File: src/rtl/spi_slave_bridge_pkg.sv
// Shared constants for the SPI slave bridge: FSM state codes, R/W command bit
// values and status-word bit offsets.
package spi_bridge_pkg;

    typedef logic [2:0] state_t;

    localparam state_t ST_IDLE   = 3'd0;
    localparam state_t ST_CMD    = 3'd1;
    localparam state_t ST_DECODE = 3'd2;
    localparam state_t ST_DATA   = 3'd3;
    localparam state_t ST_COMMIT = 3'd4;

    localparam logic CMD_WRITE = 1'b0;
    localparam logic CMD_READ  = 1'b1;

    // Flag positions counted upward from the bit just above the fifo_count field
    localparam int STAT_EMPTY_OFS     = 0;
    localparam int STAT_FULL_OFS      = 1;
    localparam int STAT_UNDERFLOW_OFS = 2;
    localparam int STAT_OVERFLOW_OFS  = 3;

endpackage

File: src/rtl/spi_slave_bridge_if.sv
// SPI pin bundle between the GPIO header (master side) and the bridge (slave side).
interface spi_slave_bridge_if;
    logic spi_sclk;
    logic spi_ssn;
    logic spi_mosi;
    logic spi_miso;
    logic spi_miso_oe;

    modport master (output spi_sclk, output spi_ssn, output spi_mosi,
                    input  spi_miso, input  spi_miso_oe);
    modport slave  (input  spi_sclk, input  spi_ssn, input  spi_mosi,
                    output spi_miso, output spi_miso_oe);
endinterface

File: src/rtl/spi_slave_bridge_fifo.sv
// Single-clock FIFO used as the bridge's push/pop mailbox; head word is visible
// on dout without a pop.
module spi_sync_fifo #(
    parameter int DATA_W     = 16,
    parameter int FIFO_DEPTH = 8
) (
    input  logic                          clk,
    input  logic                          reset,
    input  logic                          push,
    input  logic [DATA_W-1:0]             din,
    input  logic                          pop,
    output logic [DATA_W-1:0]             dout,
    output logic [$clog2(FIFO_DEPTH):0]   count,
    output logic                          full,
    output logic                          empty
);
    localparam int PTR_W = $clog2(FIFO_DEPTH);
    localparam int CNT_W = PTR_W + 1;

    logic [DATA_W-1:0] mem [FIFO_DEPTH];
    logic [PTR_W-1:0]  wr_ptr;
    logic [PTR_W-1:0]  rd_ptr;
    logic              push_ok;
    logic              pop_ok;

    assign full    = (count == CNT_W'(FIFO_DEPTH));
    assign empty   = (count == '0);
    assign push_ok = push && !full;
    assign pop_ok  = pop && !empty;
    assign dout    = mem[rd_ptr];

    // Power-of-two depth lets the pointers wrap naturally on overflow of their width
    always_ff @(posedge clk or posedge reset) begin
        if (reset) begin
            wr_ptr <= '0;
            rd_ptr <= '0;
            count  <= '0;
            for (int i = 0; i < FIFO_DEPTH; i++) mem[i] <= '0;
        end else begin
            if (push_ok) begin
                mem[wr_ptr] <= din;
                wr_ptr      <= wr_ptr + PTR_W'(1);
            end
            if (pop_ok) rd_ptr <= rd_ptr + PTR_W'(1);
            case ({push_ok, pop_ok})
                2'b10:   count <= count + CNT_W'(1);
                2'b01:   count <= count - CNT_W'(1);
                default: count <= count;
            endcase
        end
    end
endmodule

File: src/rtl/spi_slave_bridge.sv
// SPI slave that decodes {address, R/W, pad} + data frames and routes them to a
// FIFO, a register file exported to the fabric, or a read-only status word.
module spi_slave_bridge
    import spi_bridge_pkg::*;
#(
    parameter int              ADDR_W      = 8,
    parameter int              CMD_W       = 16,
    parameter int              DATA_W      = 16,
    parameter int              FIFO_DEPTH  = 8,
    parameter int              NUM_REGS    = 4,
    parameter logic [ADDR_W-1:0] FIFO_ADDR   = 8'h80,
    parameter logic [ADDR_W-1:0] STATUS_ADDR = 8'h81,
    parameter int              SPI_MODE    = 0
) (
    input  logic                         clk,
    input  logic                         reset,
    spi_slave_bridge_if.slave            spi,
    output logic [NUM_REGS*DATA_W-1:0]   regs_q,
    output logic [$clog2(FIFO_DEPTH):0]  fifo_count,
    output logic                         frame_done
);
    localparam int   CNT_W     = $clog2(FIFO_DEPTH) + 1;
    localparam int   BCNT_W    = $clog2(((CMD_W > DATA_W) ? CMD_W : DATA_W) + 1);
    localparam int   REG_IDX_W = (NUM_REGS > 1) ? $clog2(NUM_REGS) : 1;
    localparam logic CPOL      = ((SPI_MODE / 2) % 2) == 1;
    localparam logic CPHA      = (SPI_MODE % 2) == 1;

    logic [1:0] sclk_s, ssn_s, mosi_s;
    logic       sclk_d, ssn_d;

    // Synchronizers idle at the bus rest levels so reset never fakes an edge
    always_ff @(posedge clk or posedge reset) begin
        if (reset) begin
            sclk_s <= {2{CPOL}};
            ssn_s  <= 2'b11;
            mosi_s <= 2'b00;
            sclk_d <= CPOL;
            ssn_d  <= 1'b1;
        end else begin
            sclk_s <= {sclk_s[0], spi.spi_sclk};
            ssn_s  <= {ssn_s[0], spi.spi_ssn};
            mosi_s <= {mosi_s[0], spi.spi_mosi};
            sclk_d <= sclk_s[1];
            ssn_d  <= ssn_s[1];
        end
    end

    logic sclk_n, sclk_n_d, sample_edge, launch_edge, ssn_fall, ssn_rise;
    assign sclk_n      = sclk_s[1] ^ CPOL;
    assign sclk_n_d    = sclk_d ^ CPOL;
    assign sample_edge = CPHA ? (!sclk_n && sclk_n_d) : (sclk_n && !sclk_n_d);
    assign launch_edge = CPHA ? (sclk_n && !sclk_n_d) : (!sclk_n && sclk_n_d);
    assign ssn_fall    = ssn_d && !ssn_s[1];
    assign ssn_rise    = !ssn_d && ssn_s[1];

    state_t              state;
    logic [BCNT_W-1:0]   bit_cnt;
    logic [CMD_W-1:0]    cmd_sr;
    logic [DATA_W-1:0]   data_sr;
    logic [DATA_W-1:0]   miso_sr;
    logic [ADDR_W-1:0]   addr_q;
    logic                rw_q;
    logic                first_launch;
    logic                overflow, underflow;
    logic [DATA_W-1:0]   regs [NUM_REGS];

    logic                fifo_push, fifo_pop, fifo_full, fifo_empty;
    logic [DATA_W-1:0]   fifo_dout;
    logic [ADDR_W-1:0]   cmd_addr;
    logic                cmd_rw;
    logic                cmd_is_reg, addr_q_is_reg;
    logic [DATA_W-1:0]   status_word, rd_word;

    assign cmd_addr      = cmd_sr[CMD_W-1 -: ADDR_W];
    assign cmd_rw        = cmd_sr[CMD_W-1-ADDR_W];
    assign cmd_is_reg    = cmd_addr < ADDR_W'(NUM_REGS);
    assign addr_q_is_reg = addr_q < ADDR_W'(NUM_REGS);

    assign fifo_pop  = (state == ST_DECODE) && (cmd_rw == CMD_READ) &&
                       (cmd_addr == FIFO_ADDR) && !fifo_empty;
    assign fifo_push = (state == ST_COMMIT) && (rw_q == CMD_WRITE) &&
                       (addr_q == FIFO_ADDR) && !fifo_full;

    always_comb begin
        status_word = '0;
        status_word[CNT_W-1:0]                    = fifo_count;
        status_word[CNT_W + STAT_EMPTY_OFS]       = fifo_empty;
        status_word[CNT_W + STAT_FULL_OFS]        = fifo_full;
        status_word[CNT_W + STAT_UNDERFLOW_OFS]   = underflow;
        status_word[CNT_W + STAT_OVERFLOW_OFS]    = overflow;
        rd_word = '0;
        if (cmd_addr == FIFO_ADDR)        rd_word = fifo_empty ? '0 : fifo_dout;
        else if (cmd_addr == STATUS_ADDR) rd_word = status_word;
        else if (cmd_is_reg)              rd_word = regs[cmd_addr[REG_IDX_W-1:0]];
    end

    // Frame sequencer; an ssn release before COMMIT drops the frame without side effects
    always_ff @(posedge clk or posedge reset) begin
        if (reset) begin
            state        <= ST_IDLE;
            bit_cnt      <= '0;
            cmd_sr       <= '0;
            data_sr      <= '0;
            miso_sr      <= '0;
            addr_q       <= '0;
            rw_q         <= CMD_WRITE;
            first_launch <= 1'b0;
            overflow     <= 1'b0;
            underflow    <= 1'b0;
            frame_done   <= 1'b0;
            for (int i = 0; i < NUM_REGS; i++) regs[i] <= '0;
        end else begin
            frame_done <= 1'b0;
            case (state)
                ST_IDLE: begin
                    if (ssn_fall) begin
                        state   <= ST_CMD;
                        bit_cnt <= '0;
                        cmd_sr  <= '0;
                    end
                end
                ST_CMD: begin
                    if (ssn_rise) begin
                        state <= ST_IDLE;
                    end else if (sample_edge) begin
                        cmd_sr  <= {cmd_sr[CMD_W-2:0], mosi_s[1]};
                        bit_cnt <= bit_cnt + BCNT_W'(1);
                        if (bit_cnt == BCNT_W'(CMD_W-1)) state <= ST_DECODE;
                    end
                end
                ST_DECODE: begin
                    addr_q       <= cmd_addr;
                    rw_q         <= cmd_rw;
                    bit_cnt      <= '0;
                    data_sr      <= '0;
                    first_launch <= 1'b1;
                    miso_sr      <= (cmd_rw == CMD_READ) ? rd_word : '0;
                    if (cmd_rw == CMD_READ && cmd_addr == FIFO_ADDR && fifo_empty)
                        underflow <= 1'b1;
                    if (cmd_rw == CMD_READ && cmd_addr == STATUS_ADDR) begin
                        overflow  <= 1'b0;
                        underflow <= 1'b0;
                    end
                    state <= ssn_rise ? ST_IDLE : ST_DATA;
                end
                ST_DATA: begin
                    if (ssn_rise) begin
                        state <= ST_IDLE;
                    end else begin
                        if (sample_edge) begin
                            data_sr <= {data_sr[DATA_W-2:0], mosi_s[1]};
                            bit_cnt <= bit_cnt + BCNT_W'(1);
                            if (!CPHA) miso_sr <= {miso_sr[DATA_W-2:0], 1'b0};
                            if (bit_cnt == BCNT_W'(DATA_W-1)) state <= ST_COMMIT;
                        end
                        // In CPHA=1 the first launch edge presents the word loaded in DECODE
                        if (launch_edge && CPHA) begin
                            if (first_launch) first_launch <= 1'b0;
                            else              miso_sr <= {miso_sr[DATA_W-2:0], 1'b0};
                        end
                    end
                end
                ST_COMMIT: begin
                    if (rw_q == CMD_WRITE) begin
                        if (addr_q == FIFO_ADDR && fifo_full) overflow <= 1'b1;
                        if (addr_q_is_reg) regs[addr_q[REG_IDX_W-1:0]] <= data_sr;
                    end
                    frame_done <= 1'b1;
                    state      <= ST_IDLE;
                end
                default: state <= ST_IDLE;
            endcase
        end
    end

    always_comb begin
        for (int k = 0; k < NUM_REGS; k++) regs_q[k*DATA_W +: DATA_W] = regs[k];
    end

    assign spi.spi_miso    = (state == ST_DATA) ? miso_sr[DATA_W-1] : 1'b0;
    assign spi.spi_miso_oe = !ssn_s[1];

    spi_sync_fifo #(.DATA_W(DATA_W), .FIFO_DEPTH(FIFO_DEPTH)) u_fifo (
        .clk   (clk),
        .reset (reset),
        .push  (fifo_push),
        .din   (data_sr),
        .pop   (fifo_pop),
        .dout  (fifo_dout),
        .count (fifo_count),
        .full  (fifo_full),
        .empty (fifo_empty)
    );
endmodule

File: src/flat_wrapper.sv
// flat-port wrapper written by rule: the top's interface ports become plain ports
module spi_slave_bridge_flat import spi_bridge_pkg::*;
#(
    parameter int              ADDR_W      = 8,
    parameter int              CMD_W       = 16,
    parameter int              DATA_W      = 16,
    parameter int              FIFO_DEPTH  = 8,
    parameter int              NUM_REGS    = 4,
    parameter logic [ADDR_W-1:0] FIFO_ADDR   = 8'h80,
    parameter logic [ADDR_W-1:0] STATUS_ADDR = 8'h81,
    parameter int              SPI_MODE    = 0
)
  (clk, reset, regs_q, fifo_count, frame_done, spi_spi_sclk, spi_spi_ssn, spi_spi_mosi, spi_spi_miso, spi_spi_miso_oe);
  spi_slave_bridge_if spi_i ();
  input  logic clk;
  input  logic reset;
  output logic [NUM_REGS*DATA_W-1:0] regs_q;
  output logic [$clog2(FIFO_DEPTH):0] fifo_count;
  output logic frame_done;
  input wire logic [$bits(spi_i.spi_sclk)-1:0] spi_spi_sclk;
  input wire logic [$bits(spi_i.spi_ssn)-1:0] spi_spi_ssn;
  input wire logic [$bits(spi_i.spi_mosi)-1:0] spi_spi_mosi;
  output wire logic [$bits(spi_i.spi_miso)-1:0] spi_spi_miso;
  output wire logic [$bits(spi_i.spi_miso_oe)-1:0] spi_spi_miso_oe;
  assign spi_i.spi_sclk = spi_spi_sclk;
  assign spi_i.spi_ssn = spi_spi_ssn;
  assign spi_i.spi_mosi = spi_spi_mosi;
  assign spi_spi_miso = spi_i.spi_miso;
  assign spi_spi_miso_oe = spi_i.spi_miso_oe;
  spi_slave_bridge #(.ADDR_W(ADDR_W), .CMD_W(CMD_W), .DATA_W(DATA_W), .FIFO_DEPTH(FIFO_DEPTH), .NUM_REGS(NUM_REGS), .FIFO_ADDR(FIFO_ADDR), .STATUS_ADDR(STATUS_ADDR), .SPI_MODE(SPI_MODE)) u_core (.clk(clk), .reset(reset), .spi(spi_i), .regs_q(regs_q), .fifo_count(fifo_count), .frame_done(frame_done));
endmodule
File: config.mk
export PLATFORM = sky130hd
export DESIGN_NAME = spi_slave_bridge_flat
export DESIGN_NICKNAME = d
export VERILOG_FILES = /design/src/rtl/spi_slave_bridge_pkg.sv /design/src/rtl/spi_slave_bridge_if.sv /design/src/rtl/spi_slave_bridge_fifo.sv /design/src/rtl/spi_slave_bridge.sv /design/src/flat_wrapper.sv
export SDC_FILE = /design/constraint.sdc
export NUM_CORES = 1
export LEC_CHECK = 0
export CAP_MARGIN = 20
export CORE_UTILIZATION = 65
export DETAILED_ROUTE_END_ITERATION = 12
export GPL_ROUTABILITY_DRIVEN = 0
export GPL_TIMING_DRIVEN = 0
export PLACE_DENSITY = 0.86
export SYNTH_ARGS = -nofsm -noshare
export SYNTH_HDL_FRONTEND = slang
export SYNTH_SLANG_ARGS = --single-unit
export TNS_END_PERCENT = 1
File: constraint.sdc
create_clock -name clk -period 16.35 [get_ports clk]
set_input_delay 1.635 -clock clk [delete_from_list [all_inputs] [get_ports clk]]
set_output_delay 1.635 -clock clk [all_outputs]
set_load 0.02 [all_outputs]
==> results by group, run 1 <==
Clock tree
  • Root buffer selected by CTS: sky130_fd_sc_hd__clkbuf_16
  • Number of post-CTS setup repair buffers: 0
  • H-tree lvl count: 1
  • Clock Sinks: 278
  • TritonCTS clock tree: built
  • Clock insertion delay at the later pin of the skew report: 0.55 ns
  • Hold-fix buffer count after cts: 0
  • CTS Buf Count: 29
  • Longest Clk Path Bufs: 3
  • Cts repair resizes: 0
  • CTS clk-pin slew, worst paths: roughly 0.07 ns

Die
  • Count of boundary I/O pins: 76
  • Die width: 144 um
  • Y dimension of the die: 144 um
  • Core box area: 19700 um2
  • Die area: 20800 um2
  • Count of standard-cell rows: 51
  • Initial core utilization: 66.9%

Route
  • DR WL/cell: 23.5 um
  • Vias per Instance: about 6.5
  • Post-route ant nets: 0
  • Total length of routed wires: ~33 mm
  • 1st-pass router iterations: 5
  • Total vias in the final route: 9110
  • Initial drt markers: 735
  • Detailed-route DRC error count: 0

Worst setup path
  • Maximum fanout encountered on the critical timing path: 10
  • Cells along the critical path: clkbuf_1 > clkbuf_1 > clkbuf_1 > and3_1 > clkdlybuf4s50_1
  • Arrival time at the worst endpoint: 3.17 ns
  • Bufs and invs on worst path: 4
  • Cell family with the largest share of critical-path delay: buffers and inverters
  • Highest cell delay on the worst timing path: between 0.6 and 0.7 ns
  • Worst endpoint required time: 14.71 ns
  • Max stage delay cell, worst path: sky130_fd_sc_hd__clkdlybuf4s50_1
  • CP Capture Type: output pin
  • Worst Setup Start Kind: flip-flop
  • Most used cell, CP: sky130_fd_sc_hd__clkbuf_1
  • Worst Setup Path Type: flip-flop to output pin

STA
  • Maximum clock rate: 208 MHz
  • Pins over their slew limit: 0
  • Unrepaired setup endpoints after global routing: false
  • Clock skew after layout: 0.00995 ns
  • Hold slack final: 0.356 ns
  • Final total negative setup slack: 0 ns
  • Final period demand of the worst path: approximately 4.8 ns
  • Max-Slew Margin vs Limit: 37.0%
  • Endpoints failing setup: 0
  • Share of the clock period used by the worst path: between 20% and 30%
  • Hold Fails Final Rpt: 0
  • Transition time at the pin with the least slew margin: approximately 0.94 ns

Power and ir drop
  • Peak supply drop: 76.1 uV
  • Static leakage power: 7.00 nW
  • Total power density per cell area: approximately 90 nW/um2

Logic synthesis
  • Total of flip-flops plus latches after synthesis: 278
  • Cell type with the highest aggregate area in the netlist: sky130_fd_sc_hd__dfrtp_1
  • Portion of the post-synthesis area used by sequential elements: 53.0%
  • Post-Synthesis Cells: roughly 1000
  • Leading register cell type out of synthesis: sky130_fd_sc_hd__dfrtp_1
  • Async set-reset flop share out of synthesis: 100%
  • Yosys warning count: 0
  • Post-Synthesis Net Count: slightly above 1000
  • Number of enable flip-flop cells after synthesis: 0
  • Proportion of netlist area held by the largest area contributor: 52.4%
  • Cell area after synthesis: 13100 um2
  • Dominant cells by area after synthesis: sky130_fd_sc_hd__dfrtp_1, sky130_fd_sc_hd__mux2_2, sky130_fd_sc_hd__mux2i_1
  • Distinct cell type count after synthesis: 59
  • Post-synthesis average cell area: 13.1 um2

Cells and area
  • Fraction of final layout cells sized beyond drive strength 1: 28.1%
  • Post-layout net count: 1131
  • Layout Area Growth over Synthesis: 16.5%
  • Number of inserted filler cells in the final layout: 1187
  • Diodes inserted: 0

Hold path
  • Tightest Hold Check Type: flip-flop to flip-flop

Job
  • Max-cap check violation count: 0

Global routing
  • Total congestion overflow: 0
  • Total routing usage reported by global routing: 33.0%
  • Number of global-route vias before repair: about 9000
  • Antenna violations before repair: 0
  • Maximum number of pins on one net before global-route repair: 112
  • Global-route wire length before repair: 51.6 mm

Placed design
  • DPL Wire Length: about 22 mm
  • Port bufs: 75

Outcome
  • Outcome: complete, no violations
[final timing paths]
path | slack, ns | depth (start not counted) | end | startpoint
worst min register to register | 0.36 | 0 | u_core.ssn_s[1]$_DFF_PP1_ | u_core.ssn_s[0]$_DFF_PP1_
worst max-delay path | 11.54 | 5 | spi_spi_miso | u_core.state[0]$_DFFE_PP0P_
worst max register to register | 12.54 | 12 | u_core.u_fifo.count[2]$_DFFE_PP0P_ | u_core.cmd_sr[11]$_DFFE_PP0P_
min in group asynchronous | 1.56 | 2 | u_core.miso_sr[12]$_DFFE_PP0P_ | reset
max in group asynchronous | 13.84 | 3 | u_core.u_fifo.mem[99]$_DFFE_PP0P_ | reset
worst min-delay path | 0.36 | 0 | u_core.ssn_s[1]$_DFF_PP1_ | u_core.ssn_s[0]$_DFF_PP1_
[layout make-up]
cell class / instances / area [um2] / share of cell area (%)
sequential: 278 / 6960 / 45.5
inverter: 43 / 169 / 1.10
multi-input combinational: 601 / 5600 / 36.6
clock inverter: 13 / 171 / 1.12
timing repair buffer: 82 / 836 / 5.46
buffer: 84 / 420 / 2.75
clock buffer: 40 / 817 / 5.34
tap: 265 / 332 / 2.17
[cells in the final DEF (no fill, tap or decap), types with 3 or more instances in the layout]
cell type,n
sky130_fd_sc_hd__clkbuf_8,5
sky130_fd_sc_hd__nand2_1,40
sky130_fd_sc_hd__bufinv_16,4
sky130_fd_sc_hd__ha_1,7
sky130_fd_sc_hd__xnor2_1,5
sky130_fd_sc_hd__buf_4,3
sky130_fd_sc_hd__mux2_4,30
sky130_fd_sc_hd__nand4_1,26
sky130_fd_sc_hd__mux2_2,176
sky130_fd_sc_hd__nand3_1,11
sky130_fd_sc_hd__xor2_1,5
sky130_fd_sc_hd__clkinv_2,7
sky130_fd_sc_hd__buf_12,3
sky130_fd_sc_hd__nor2b_1,8
sky130_fd_sc_hd__and3_1,3
sky130_fd_sc_hd__buf_2,9
sky130_fd_sc_hd__a221oi_1,9
sky130_fd_sc_hd__o211ai_1,16
sky130_fd_sc_hd__clkdlybuf4s50_1,75
sky130_fd_sc_hd__a21oi_1,12
sky130_fd_sc_hd__o21ai_0,36
sky130_fd_sc_hd__nor3_1,8
sky130_fd_sc_hd__clkbuf_16,29
sky130_fd_sc_hd__mux2i_1,71
sky130_fd_sc_hd__or4_1,7
sky130_fd_sc_hd__inv_1,42
sky130_fd_sc_hd__dfrtp_1,275
sky130_fd_sc_hd__buf_1,13
sky130_fd_sc_hd__dfstp_2,3
sky130_fd_sc_hd__nor2_1,24
sky130_fd_sc_hd__a21bo_2,7
sky130_fd_sc_hd__buf_6,6
sky130_fd_sc_hd__a31oi_1,11
sky130_fd_sc_hd__clkbuf_1,61
sky130_fd_sc_hd__a22oi_1,25
sky130_fd_sc_hd__nand2b_1,7
sky130_fd_sc_hd__mux4_2,24
[report_power, final]
| group | internal [mW] | leakage, nW | switching (mW) |
|---|---|---|---|
| combinational | 0.0101 | 2.66 | 0.0291 |
| sequential | 0.693 | 3.86 | 0.00370 |
| clock | 0.411 | 0.489 | 0.271 |
| total | 1.11 | 7.00 | 0.304 |
[flip-flops by register name, summed over array words and instances, names as in the netlist]
register and flops:
u_core.u_fifo.mem 128, u_core.regs_q 64, u_core.cmd_sr 16, u_core.data_sr 16, u_core.miso_sr 16, u_core.addr_q 8
u_core.bit_cnt 5, u_core.u_fifo.count 4, u_core.state 3, u_core.u_fifo.rd_ptr 3, u_core.u_fifo.wr_ptr 3, u_core.mosi_s 2
u_core.sclk_s 2, u_core.ssn_s 2, u_core.frame_done 1, u_core.overflow 1, u_core.rw_q 1, u_core.sclk_d 1
u_core.ssn_d 1, u_core.underflow 1
[cell usage after synthesis (3+ instances only)]
master and instances:
sky130_fd_sc_hd__mux4_2 24, sky130_fd_sc_hd__a22oi_1 25, sky130_fd_sc_hd__nand2_1 40, sky130_fd_sc_hd__dfstp_2 3
sky130_fd_sc_hd__buf_1 13, sky130_fd_sc_hd__o21ai_0 36, sky130_fd_sc_hd__a21oi_1 12, sky130_fd_sc_hd__nand4_1 26
sky130_fd_sc_hd__a21bo_2 7, sky130_fd_sc_hd__nor2b_1 8, sky130_fd_sc_hd__mux2i_1 71, sky130_fd_sc_hd__nand3_1 11
sky130_fd_sc_hd__buf_2 6, sky130_fd_sc_hd__a221oi_1 9, sky130_fd_sc_hd__buf_12 3, sky130_fd_sc_hd__xnor2_1 5
sky130_fd_sc_hd__inv_1 43, sky130_fd_sc_hd__mux2_2 176, sky130_fd_sc_hd__dfrtp_1 275, sky130_fd_sc_hd__nor2_1 24
sky130_fd_sc_hd__o211ai_1 16, sky130_fd_sc_hd__a31oi_1 11, sky130_fd_sc_hd__xor2_1 5, sky130_fd_sc_hd__mux2_4 30
sky130_fd_sc_hd__clkbuf_1 55, sky130_fd_sc_hd__nand2b_1 7, sky130_fd_sc_hd__ha_1 7, sky130_fd_sc_hd__buf_6 6
sky130_fd_sc_hd__and3_1 3, sky130_fd_sc_hd__nor3_1 8, sky130_fd_sc_hd__or4_1 7
[layer usage]
layer	vias up	global-route usage (%)	wire (um)
met3	74	4.97	2190
met1	4762	46.1	14000
li1	3881	-	-
met5	-	0	0
met2	393	52.6	15900
met4	0	12.3	940
[cells by family after synthesis]
| logic type | share of synthesized area, % |
|---|---|
| flops | 53.0 |
| compound gates | 6.44 |
| mux | 28.0 |
| xor+xnor | 0.667 |
| buf+inv | 4.43 |
| simple gates | 6.79 |
| fa+ha+maj | 0.667 |
[metrics by stage]
| step | utilization, % | cell area [um2] | total power, mW | setup slack, ns | std cells |
|---|---|---|---|---|---|
| 6_report | 77.9 | 15300 | 1.42 | 11.54 | 1406 |
| 5_1_grt | 77.9 | 15300 | 1.46 | 11.43 | 1406 |
| 4_1_cts | 77.8 | 15300 | 1.42 | 11.63 | 1405 |
| 3_5_place_dp | 72.8 | 14300 | 0.748 | 12.21 | 1352 |
| 3_3_place_gp | 72.4 | 14200 | 0.746 | 3.84 | 1346 |
| 2_1_floorplan | - | 13100 | 0.735 | 7.05 | 1006 |
(Power assumes the default switching activity.)
==> run 2, diff against run 1 <==
- CORE_UTILIZATION: 65 -> 54
- PLACE_DENSITY: 0.86 -> 0.76
- clock period: 16.35 -> 4.2 ns (I/O delays scaled with it)
==> results by group, run 2 (same netlist as run 1, synthesis figures left out) <==
Clock tree
  • Root buffer selected by CTS: sky130_fd_sc_hd__clkbuf_16
  • CTS Buf Count: 29
  • Hold-fix buffer count after cts: 0
  • H-tree lvl count: 1
  • Number of post-CTS setup repair buffers: 0
  • CTS clk-pin slew, worst paths: 0.06 ns
  • TritonCTS clock tree: built
  • Longest Clk Path Bufs: 3
  • Clock Sinks: between 200 and 300
  • Clock insertion delay at the later pin of the skew report: 0.55 ns
  • Cts repair resizes: 0

STA
  • Hold slack final: approximately 0.25 ns
  • Max-Slew Margin vs Limit: 34.3%
  • Share of the clock period used by the worst path: 87.7%
  • Endpoints failing setup: 0
  • Maximum clock rate: between 200 and 300 MHz
  • Hold Fails Final Rpt: 0
  • Final period demand of the worst path: 3.68 ns
  • Transition time at the pin with the least slew margin: 0.986 ns
  • Pins over their slew limit: 0
  • Final total negative setup slack: 0 ns
  • Unrepaired setup endpoints after global routing: false
  • Clock skew after layout: 0.0252 ns

Cells and area
  • Post-layout net count: 1136
  • Fraction of final layout cells sized beyond drive strength 1: 28.6%
  • Most used cells in the layout excluding fill and tap cells: sky130_fd_sc_hd__dfrtp_1, sky130_fd_sc_hd__mux2_2, sky130_fd_sc_hd__clkdlybuf4s50_1
  • Most common library cell in the layout ignoring fill and taps: sky130_fd_sc_hd__dfrtp_1
  • Number of flip-flops under the largest register name: 128
  • Post-route core utilization: 65.2%
  • Diodes inserted: 0
  • Biggest register: u_core.u_fifo.mem
  • Layout Area Growth over Synthesis: 17.6%

Die
  • Core box area: 23700 um2
  • Die area: ~25000 um2
  • Y dimension of the die: 158 um
  • Count of boundary I/O pins: 76
  • Initial core utilization: 55.5%
  • Count of standard-cell rows: 56
  • Die width: 158 um

Global routing
  • Global-route wire length before repair: 51.0 mm
  • Antenna violations before repair: 0
  • Total congestion overflow: 0
  • Number of global-route vias before repair: 9022
  • Maximum number of pins on one net before global-route repair: 44
  • Total routing usage reported by global routing: 27.0%

Power and ir drop
  • Part of the power in the clock network: 47.3%
  • Net switching power of the design: 1.18 mW
  • Switching Fraction: between 20% and 30%
  • Sequential group share of total power: 49.7%
  • Cell-internal power: 4.28 mW
  • Peak supply drop: 304 uV
  • Static leakage power: 7.02 nW
  • Share of power burned in combinational logic: 3.0%
  • Total power density per cell area: 353 nW/um2
  • Post-layout power: ~5.5 mW

Hold path
  • Tightest Hold Check Type: input port to async pin

Worst setup path
  • CP Capture Type: flip-flop
  • Most used cell, CP: sky130_fd_sc_hd__xor2_1
  • Highest cell delay on the worst timing path: 0.63 ns
  • Worst Setup Start Kind: flip-flop
  • Start point of the critical path: u_core.cmd_sr[11]$_DFFE_PP0P_
  • Startpoint of the lowest-slack register-to-register path: u_core.cmd_sr[11]$_DFFE_PP0P_
  • Maximum fanout encountered on the critical timing path: 10
  • R2r setup slk: 0.52 ns
  • Cells along the critical path: or4_1 > nor3_1 > nand3_1 > clkbuf_1 > inv_1 > ha_1 > xor2_1 > ha_1 > a21oi_1 > xor2_1 > nor2_1 > xor2_1
  • Arrival time at the worst endpoint: 4.11 ns
  • Max stage delay cell, worst path: sky130_fd_sc_hd__nor3_1
  • Terminus of the critical flop-to-flop path: u_core.u_fifo.count[2]$_DFFE_PP0P_
  • Count of cells along the worst register-to-register path: 12
  • Setup crit end: u_core.u_fifo.count[2]$_DFFE_PP0P_
  • Worst endpoint required time: 4.62 ns
  • Worst Setup Path Type: flip-flop to flip-flop

Route
  • 1st-pass router iterations: 6
  • Total vias in the final route: slightly below 9000
  • Total length of routed wires: about 32 mm
  • Detailed-route DRC error count: 0
  • Post-route ant nets: 0
  • DR WL/cell: 22.1 um
  • Initial drt markers: 804
  • Vias per Instance: around 6

Placed design
  • Port bufs: 75
  • DPL Wire Length: ~23 mm

Outcome
  • Outcome: complete, no violations

Job
  • Max-cap check violation count: 0
-- run 2: area by class of cell --
cell class                      instances  area [um2]
Fill cell                            1785        8240
Sequential cell                       278        6960
Multi-Input combinational cell        601        5600
Timing Repair Buffer                   87         942
Clock buffer                           38         810
Buffer                                 84         420
Tap cell                              319         399
Inverter                               43         165
Clock inverter                         13         145
-- run 2: how the worst min path moves through the flow --
stage / slack [ns] / to / depth (start not counted) / start
2_1_floorplan: 0.33 / u_core.mosi_s[1]$_DFF_PP0_ / 0 / u_core.mosi_s[0]$_DFF_PP0_
3_3_place_gp: 0.34 / u_core.sclk_s[1]$_DFF_PP0_ / 0 / u_core.sclk_s[0]$_DFF_PP0_
3_5_place_dp: 0.34 / u_core.mosi_s[1]$_DFF_PP0_ / 0 / u_core.mosi_s[0]$_DFF_PP0_
4_1_cts: 0.24 / u_core.regs_q[26]$_DFFE_PP0P_ / 2 / reset
5_1_grt: 0.26 / u_core.regs_q[26]$_DFFE_PP0P_ / 2 / reset
6_report: 0.25 / u_core.regs_q[26]$_DFFE_PP0P_ / 2 / reset
-- run 2: stage by stage --
step | setup WS [ns] | instance area, um2 | instances
3_3_place_gp | -1.86 | 14300 | 1400
6_report | 0.516 | 15400 | 1463
5_1_grt | 0.288 | 15400 | 1463
3_5_place_dp | 0.592 | 14500 | 1411
4_1_cts | 0.577 | 15400 | 1462
2_1_floorplan | 0.103 | 13100 | 1006
-- run 2: worst max-delay path: cells and delay by family (launching register included) --
kind	cells	cell delay (ns)
and+or+nand+nor	4	1.53
adders and majority gates	2	0.49
buffers and inverters	2	0.60
AOI/OAI and AO/OA	1	0.14
DFF	1	0.41
xor gates and xnor gates	3	0.39
-- run 2: routing by layer --
metal  vias to the layer above  wire length, um  track usage [%]
met5                         -                0                0
met4                         0              568             7.19
met3                        44             1790             4.13
met2                       266            15500             44.1
met1                      4600            14400             37.7
li1                       3899                -                -
-- run 2: power by group through the flow --
stage	registers, mW	logic, mW	clock network [mW]
finish	2.71	0.164	2.58
global route	2.71	0.184	2.73
CTS	2.71	0.166	2.61
detailed placement	2.76	0.166	0
global placement	2.76	0.144	0
floorplan	2.76	0.104	0
